[src/rtl/program_loader_pkg.sv]
// Shared constants and loader state encoding for the program loader and
// the processor decoder that consumes the same instruction widths.
package program_loader_pkg;

    localparam int unsigned ADDR_W = 4;
    localparam int unsigned DATA_W = 16;
    localparam int unsigned DEPTH  = 2 ** ADDR_W;

    typedef enum logic [2:0] {
        StIdle = 3'd0,
        StHi   = 3'd1,
        StLo   = 3'd2,
        StChk  = 3'd3,
        StDone = 3'd4,
        StErr  = 3'd5
    } loader_state_e;

endpackage

[src/rtl/program_loader_if.sv]
// Byte-stream, control and fetch-port signals between the host/processor
// side (master) and the program loader (slave).
interface program_loader_if;
    import program_loader_pkg::*;

    logic              start;
    logic [7:0]        rx_data;
    logic              rx_valid;
    logic              rx_ready;
    logic [ADDR_W-1:0] fetch_addr;
    logic [DATA_W-1:0] fetch_instruction;
    logic              cpu_hold;
    logic              done;
    logic              error;

    modport master (
        output start, rx_data, rx_valid, fetch_addr,
        input  rx_ready, fetch_instruction, cpu_hold, done, error
    );

    modport slave (
        input  start, rx_data, rx_valid, fetch_addr,
        output rx_ready, fetch_instruction, cpu_hold, done, error
    );

endinterface

[src/rtl/program_loader_inst_ram.sv]
// Instruction RAM: one synchronous write port, one asynchronous read port.
// No reset; contents survive rst. A read of the address being written sees
// the old word until the write edge.
module program_loader_inst_ram #(
    parameter int unsigned ADDR_W = 4,
    parameter int unsigned DATA_W = 16,
    parameter int unsigned DEPTH  = 16
) (
    input  logic              clk,
    input  logic              we,
    input  logic [ADDR_W-1:0] waddr,
    input  logic [DATA_W-1:0] wdata,
    input  logic [ADDR_W-1:0] raddr,
    output logic [DATA_W-1:0] rdata
);

    logic [DATA_W-1:0] mem [DEPTH];

    // Synchronous write port.
    always_ff @(posedge clk) begin
        if (we) begin
            mem[waddr] <= wdata;
        end
    end

    assign rdata = mem[raddr];

endmodule

[src/rtl/program_loader.sv]
// Loads DEPTH instruction words from a high-byte-first byte stream followed
// by an XOR checksum byte, stalling the processor while loading, and serves
// the processor's combinational fetch port from the loaded RAM.
module program_loader
    import program_loader_pkg::*;
(
    input  logic             clk,
    input  logic             rst,
    program_loader_if.slave  bus
);

    loader_state_e     state;
    logic [7:0]        hi_byte;
    logic [ADDR_W-1:0] wr_addr;
    logic [7:0]        csum;
    logic              done;
    logic              error;

    logic              ram_we;
    logic [DATA_W-1:0] ram_wdata;
    logic [DATA_W-1:0] ram_rdata;

    // Loader FSM with its datapath registers and the done/error flags.
    always_ff @(posedge clk or posedge rst) begin
        if (rst) begin
            state   <= StIdle;
            hi_byte <= 8'h00;
            wr_addr <= '0;
            csum    <= 8'h00;
            done    <= 1'b0;
            error   <= 1'b0;
        end else begin
            case (state)
                StIdle, StDone, StErr: begin
                    if (bus.start) begin
                        wr_addr <= '0;
                        csum    <= 8'h00;
                        done    <= 1'b0;
                        error   <= 1'b0;
                        state   <= StHi;
                    end
                end
                StHi: begin
                    if (bus.rx_valid) begin
                        hi_byte <= bus.rx_data;
                        csum    <= csum ^ bus.rx_data;
                        state   <= StLo;
                    end
                end
                StLo: begin
                    if (bus.rx_valid) begin
                        csum    <= csum ^ bus.rx_data;
                        // Wraps after the last word; the FSM leaves for StChk first.
                        wr_addr <= wr_addr + ADDR_W'(1);
                        if (wr_addr == ADDR_W'(DEPTH - 1)) begin
                            state <= StChk;
                        end else begin
                            state <= StHi;
                        end
                    end
                end
                StChk: begin
                    if (bus.rx_valid) begin
                        if (bus.rx_data == csum) begin
                            done  <= 1'b1;
                            state <= StDone;
                        end else begin
                            error <= 1'b1;
                            state <= StErr;
                        end
                    end
                end
                default: begin
                    state <= StIdle;
                end
            endcase
        end
    end

    // Handshake and stall are pure decodes of the state register.
    always_comb begin
        bus.rx_ready = 1'b0;
        bus.cpu_hold = 1'b0;
        unique case (state)
            StHi, StLo, StChk: begin
                bus.rx_ready = 1'b1;
                bus.cpu_hold = 1'b1;
            end
            StErr: begin
                bus.cpu_hold = 1'b1;
            end
            default: begin
                bus.rx_ready = 1'b0;
                bus.cpu_hold = 1'b0;
            end
        endcase
    end

    assign ram_we    = (state == StLo) && bus.rx_valid;
    assign ram_wdata = {hi_byte, bus.rx_data};

    assign bus.done              = done;
    assign bus.error             = error;
    assign bus.fetch_instruction = ram_rdata;

    program_loader_inst_ram #(
        .ADDR_W (ADDR_W),
        .DATA_W (DATA_W),
        .DEPTH  (DEPTH)
    ) inst_ram (
        .clk   (clk),
        .we    (ram_we),
        .waddr (wr_addr),
        .wdata (ram_wdata),
        .raddr (bus.fetch_addr),
        .rdata (ram_rdata)
    );

endmodule

[src/flat_wrapper.sv]
// flat-port wrapper written by rule: the top's interface ports become plain ports
module program_loader_flat import program_loader_pkg::*;
  (clk, rst, bus_start, bus_rx_data, bus_rx_valid, bus_fetch_addr, bus_rx_ready, bus_fetch_instruction, bus_cpu_hold, bus_done, bus_error);
  program_loader_if bus_i ();
  input  logic clk;
  input  logic rst;
  input wire logic [$bits(bus_i.start)-1:0] bus_start;
  input wire logic [$bits(bus_i.rx_data)-1:0] bus_rx_data;
  input wire logic [$bits(bus_i.rx_valid)-1:0] bus_rx_valid;
  input wire logic [$bits(bus_i.fetch_addr)-1:0] bus_fetch_addr;
  output wire logic [$bits(bus_i.rx_ready)-1:0] bus_rx_ready;
  output wire logic [$bits(bus_i.fetch_instruction)-1:0] bus_fetch_instruction;
  output wire logic [$bits(bus_i.cpu_hold)-1:0] bus_cpu_hold;
  output wire logic [$bits(bus_i.done)-1:0] bus_done;
  output wire logic [$bits(bus_i.error)-1:0] bus_error;
  assign bus_i.start = bus_start;
  assign bus_i.rx_data = bus_rx_data;
  assign bus_i.rx_valid = bus_rx_valid;
  assign bus_i.fetch_addr = bus_fetch_addr;
  assign bus_rx_ready = bus_i.rx_ready;
  assign bus_fetch_instruction = bus_i.fetch_instruction;
  assign bus_cpu_hold = bus_i.cpu_hold;
  assign bus_done = bus_i.done;
  assign bus_error = bus_i.error;
  program_loader u_core (.clk(clk), .rst(rst), .bus(bus_i));
endmodule
[config.mk]
export PLATFORM = sky130hd
export DESIGN_NAME = program_loader_flat
export DESIGN_NICKNAME = d
export VERILOG_FILES = /design/src/rtl/program_loader_pkg.sv /design/src/rtl/program_loader_if.sv /design/src/rtl/program_loader_inst_ram.sv /design/src/rtl/program_loader.sv /design/src/flat_wrapper.sv
export SDC_FILE = /design/constraint.sdc
export NUM_CORES = 1
export LEC_CHECK = 0
export ABC_CLOCK_PERIOD_IN_PS = 3600
export BUFFER_PORTS_ARGS = -buffer_cell sky130_fd_sc_hd__buf_2
export CAP_MARGIN = 15
export CORE_UTILIZATION = 50
export CTS_CLUSTER_DIAMETER = 30
export CTS_CLUSTER_SIZE = 12
export DETAILED_ROUTE_END_ITERATION = 12
export PLACE_DENSITY = 0.66
export SYNTH_ARGS = -nofsm -noshare
export SYNTH_HDL_FRONTEND = slang
export SYNTH_SLANG_ARGS = --single-unit
[constraint.sdc]
create_clock -name clk -period 3.6 [get_ports clk]
set_input_delay 0.72 -clock clk [delete_from_list [all_inputs] [get_ports clk]]
set_output_delay 0.72 -clock clk [all_outputs]
set_load 0.02 [all_outputs]
==> metrics.txt <==
# TYPE chip_impl_metric gauge
chip_impl_metric{name="clk_pin_slew_worst_paths",unit="ns"} 0.05
chip_impl_metric{name="slew-limit-headroom",unit=""} 0.3186
chip_impl_metric{name="cts_inserted_buffers",unit=""} 45
chip_impl_metric{name="internal-power",unit="mW"} 6.905
chip_impl_metric{name="nFillCells",unit=""} 1477
chip_impl_metric{name="antenna_found_initial",unit=""} 0
chip_impl_metric{name="share_comb_of_total_power",unit=""} 0.091
chip_impl_info{name="result_of_the_run",value="complete, no violations"} 1
chip_impl_metric{name="grt_util_all_layers",unit=""} 0.2226
chip_impl_metric{name="grt_pass1_vias",unit=""} 5944
chip_impl_metric{name="detail-route-antenna-nets",unit=""} 0
chip_impl_metric{name="timing.critical_path.required",unit="ns"} 2.88
chip_impl_metric{name="multi_input_area",unit="um2"} 2561
chip_impl_metric{name="synth-seq-area-share",unit=""} 0.7547
chip_impl_metric{name="post-place-ws",unit="ns"} 0.5621
chip_impl_metric{name="totalWireLength",unit="um"} 23660
chip_impl_metric{name="cell_area_after_layout",unit="um2"} 13130
chip_impl_metric{name="place_inst",unit=""} 855
chip_impl_metric{name="synthesis.instances",unit=""} 542
chip_impl_metric{name="power.share.sequential",unit=""} 0.468
chip_impl_metric{name="yosys_register_bits",unit=""} 281
chip_impl_info{name="cts.root.buffer_cell",value="clkbuf_16"} 1
chip_impl_metric{name="slew_violations",unit=""} 0
chip_impl_metric{name="area_growth_syn_to_layout",unit="%"} 19.20
chip_impl_metric{name="floorplan.core_area",unit="um2"} 21290
chip_impl_metric{name="syn_avg_cell_area",unit="um2"} 20.32
chip_impl_metric{name="power_switching",unit="mW"} 2.261
chip_impl_metric{name="proportion_of_synthesized_flip_flops_having_asynchronous_set_or_reset",unit=""} 0.08897
chip_impl_metric{name="portBuffers",unit=""} 35
chip_impl_metric{name="fp.dieW",unit="um"} 150.4
chip_impl_metric{name="first_pass_iteration_count_of_the_detailed_router",unit=""} 5
chip_impl_metric{name="chipHeight",unit="um"} 150.4
chip_impl_metric{name="die_area",unit="um2"} 22630
chip_impl_metric{name="drt_iter0_markers",unit=""} 561
chip_impl_metric{name="total_power",unit="mW"} 9.166
chip_impl_metric{name="tritoncts_num_sinks",unit=""} 281
chip_impl_metric{name="worst_pin_slew",unit="ns"} 1.021
chip_impl_metric{name="hold_viol_final",unit=""} 0
chip_impl_metric{name="ioPinCount",unit=""} 36
chip_impl_metric{name="max_freq",unit="GHz"} 0.3304
chip_impl_metric{name="power.density_cell_area",unit="nW/um2"} 698.1
chip_impl_info{name="regToRegEndpoint",value="u_core.inst_ram.mem[10][5]$_DFFE_PP_"} 1
chip_impl_info{name="worst_path_max_delay_cell",value="mux4_1"} 1
chip_impl_info{name="crit_path_end_kind",value="output pin"} 1
chip_impl_metric{name="setup-violations-final",unit=""} 0
chip_impl_metric{name="detailed_place_hpwl",unit="um"} 13510
chip_impl_info{name="holdCritStartpoint",value="bus_start"} 1
chip_impl_info{name="holdPathEnd",value="u_core.state[2]$_DFFE_PP0P_"} 1
chip_impl_metric{name="distinct_cell_type_count_of_the_synthesized_netlist",unit=""} 40
chip_impl_metric{name="synth-warning-count",unit=""} 0
chip_impl_metric{name="route.detailed.wl_per_inst",unit="um"} 25.22
chip_impl_metric{name="synth_area",unit="um2"} 11020
chip_impl_info{name="r2r_start",value="u_core.state[2]$_DFFE_PP0P_"} 1
chip_impl_metric{name="min_path_cells",unit=""} 2
chip_impl_metric{name="cts_buffer_depth",unit=""} 3
chip_impl_metric{name="final_nets",unit=""} 647
chip_impl_metric{name="vias_per_cell",unit=""} 6.083
chip_impl_info{name="clock_tree_from_tritoncts",value="yes"} 1
chip_impl_metric{name="insertion_delay",unit="ns"} 0.53
chip_impl_metric{name="gpl.final_weighted_congestion",unit=""} 0.7733
chip_impl_metric{name="grt_overflow_total",unit=""} 0
chip_impl_metric{name="floorplan.initialDensity",unit=""} 0.5175
chip_impl_info{name="synth-main-ff-cell",value="edfxtp_1"} 1
chip_impl_metric{name="h-tree-depth",unit=""} 2
chip_impl_metric{name="grt_start_max_net_pins",unit=""} 65
chip_impl_info{name="maxUsedRoutingLayer",value="met4"} 1
chip_impl_metric{name="final_cell_count_no_fill",unit=""} 938
chip_impl_info{name="critical_path.startpoint_type",value="input port"} 1
chip_impl_metric{name="ir_drop",unit="mV"} 0.5483
chip_impl_metric{name="worst-r2r-setup-slack",unit="ns"} 1.18
chip_impl_metric{name="worstRegToRegCells",unit=""} 5
chip_impl_metric{name="cts.hold.buffers_added",unit=""} 0
chip_impl_metric{name="mappedNetlistNets",unit=""} 562
chip_impl_metric{name="row_count",unit=""} 53
chip_impl_metric{name="routedLengthMet1",unit="um"} 9934
chip_impl_metric{name="clockPowerShare",unit=""} 0.440
chip_impl_info{name="setup.worst_path.class",value="input port to output pin"} 1
chip_impl_metric{name="dr_total_vias",unit=""} 5706
chip_impl_metric{name="wire_length_of_the_first_global_routing_pass",unit="um"} 35490
chip_impl_metric{name="clock_skew",unit="ns"} 0.02591
chip_impl_metric{name="detail_route.drc_violations",unit=""} 0
chip_impl_metric{name="wl_met2",unit="um"} 11590
chip_impl_metric{name="met3WireLength",unit="um"} 1631
chip_impl_metric{name="placed_cell_area",unit="um2"} 11690
chip_impl_metric{name="final_layout_size_suffix_gt1_frac",unit=""} 0.3308
chip_impl_metric{name="post_cts_resized",unit=""} 0
chip_impl_metric{name="power.switching_fraction",unit=""} 0.2467
chip_impl_metric{name="setup_ws",unit="ns"} 0.5737
chip_impl_metric{name="synth-edff-count",unit=""} 256
chip_impl_metric{name="post_route_setup_tns",unit="ns"} 0
chip_impl_metric{name="final.min_clock_period",unit="ns"} 3.026
chip_impl_info{name="holdCritPathClass",value="input port to flop"} 1
chip_impl_metric{name="cap_violations",unit=""} 0
chip_impl_info{name="setup_repair_after_global_routing_missed_its_margin",value="no"} 1
chip_impl_info{name="critical_path.cell_chain",value="buf_4, buf_12, mux4_1, a22oi_1, nand2_1, buf_2"} 1
chip_impl_metric{name="slowest_stage_delay_cp",unit="ns"} 0.60
chip_impl_metric{name="layout.area.seq",unit="um2"} 8313
chip_impl_metric{name="cts_setup_buffers",unit=""} 0
chip_impl_metric{name="cp_data_arrival_time",unit="ns"} 2.31
chip_impl_metric{name="finalCoreUtilization",unit=""} 0.6168
chip_impl_metric{name="leakage",unit="nW"} 4.470
chip_impl_metric{name="hold_slack",unit="ns"} 0.4048
chip_impl_metric{name="worst_path_fanout_max",unit=""} 38
chip_impl_metric{name="period_utilisation_layout",unit=""} 0.8406
-- cell usage after synthesis, drive strengths merged (2+ instances only) --
cell	instances	area, um2
edfxtp	256	7687
mux4	64	1479
a22oi	32	240.2
nand2	27	101.4
dfrtp	25	625.6
nor2	19	73.82
buf	18	122.6
a21oi	11	55.05
clkbuf	11	42.54
xnor2	9	78.83
mux2	8	90.09
inv	7	26.28
a31oi	6	37.54
or3	6	37.54
ha	4	50.05
nand4	4	25.02
nor3	4	20.02
nand2b	3	18.77
nor2b	3	18.77
o21ai	3	15.01
o31ai	3	22.52
nand3	2	10.01
nand3b	2	15.01
o211ai	2	15.01
or2	2	12.51
or4	2	15.01
xor2	2	17.52
-- cell families (layout without fill, tap and decap cells) --
family / count (synthesis) / after routing / synth area share
DFF: 281 / 281 / 0.7547
and+or+nand+nor: 77 / 77 / 0.03419
muxes: 72 / 72 / 0.1424
AOI/OAI and AO/OA: 61 / 61 / 0.03805
buffers and inverters: 36 / 156 / 0.01738
xor gates and xnor gates: 11 / 11 / 0.008747
adders and majority gates: 4 / 4 / 0.004544
other: 0 / 1 / 0
-- state kept, by name, summed over array words and instances, names as in the netlist --
| name | flops |
|---|---|
| u_core.bus.done | 1 |
| u_core.wr_addr | 4 |
| u_core.state | 3 |
| u_core.hi_byte | 8 |
| u_core.bus.error | 1 |
| u_core.csum | 8 |
| u_core.inst_ram.mem | 256 |
-- power by group through the flow --
| stage | Sequential [mW] | Clock (mW) | Combinational [mW] |
|---|---|---|---|
| floorplan | 4.20 | 0 | 0.646 |
| global placement | 4.31 | 0 | 0.799 |
| detailed placement | 4.34 | 0 | 0.843 |
| CTS | 4.28 | 4.09 | 0.846 |
| global route | 4.33 | 4.23 | 0.931 |
| finish | 4.29 | 4.04 | 0.836 |
-- cells in the final DEF, fill, tap and decap left out, drive strengths merged, types with 4 or more instances in the layout --
cell type  netlist  layout
a21oi           11      11
a22oi           32      32
a31oi            6       6
buf             18      67
bufinv           0       4
clkbuf          11      49
clkinv           0      18
clkinvlp         0       6
dfrtp           25      25
edfxtp         256     256
ha               4       4
inv              7      12
mux2             8       8
mux4            64      64
nand2           27      27
nand4            4       4
nor2            19      19
nor3             4       4
or3              6       6
xnor2            9       9
-- how the worst max path moves through the flow --
| stage | start | end | cells past startpoint |
|---|---|---|---|
| 3_5_place_dp | bus_fetch_addr[0] | bus_fetch_instruction[15] | 6 |
| 4_1_cts | bus_fetch_addr[0] | bus_fetch_instruction[15] | 6 |
| 6_report | bus_fetch_addr[0] | bus_fetch_instruction[15] | 6 |
| 3_3_place_gp | bus_fetch_addr[0] | bus_fetch_instruction[15] | 6 |
| 2_1_floorplan | bus_rx_valid | u_core.inst_ram.mem[3][0]$_DFFE_PP_ | 4 |
| 5_1_grt | bus_fetch_addr[0] | bus_fetch_instruction[15] | 6 |
-- metal layers --
metal	GRT usage	vias up
met1	0.3033	3022
met4	0.07677	0
met5	0	-
met3	0.04606	42
met2	0.3588	222
li1	-	2420
-- cell type report --
class                   count  share of cell area
clock buffers              49             0.08691
inverters                   7            0.002001
well taps                 275             0.02621
clock inverters            33             0.02277
diodes                      1           0.0001906
flip-flops and latches    281              0.6331
repair buffers             67             0.03373
multi-input cells         225              0.1951
-- worst max-delay path, delay by kind of cell --
family | cells | cell delay, ns
buffers and inverters | 3 | 0.63
multiplexers | 1 | 0.60
AO/OA/AOI/OAI | 1 | 0.20
AND/OR/NAND/NOR | 1 | 0.13
Note: power is estimated with default switching activity, not from simulation.
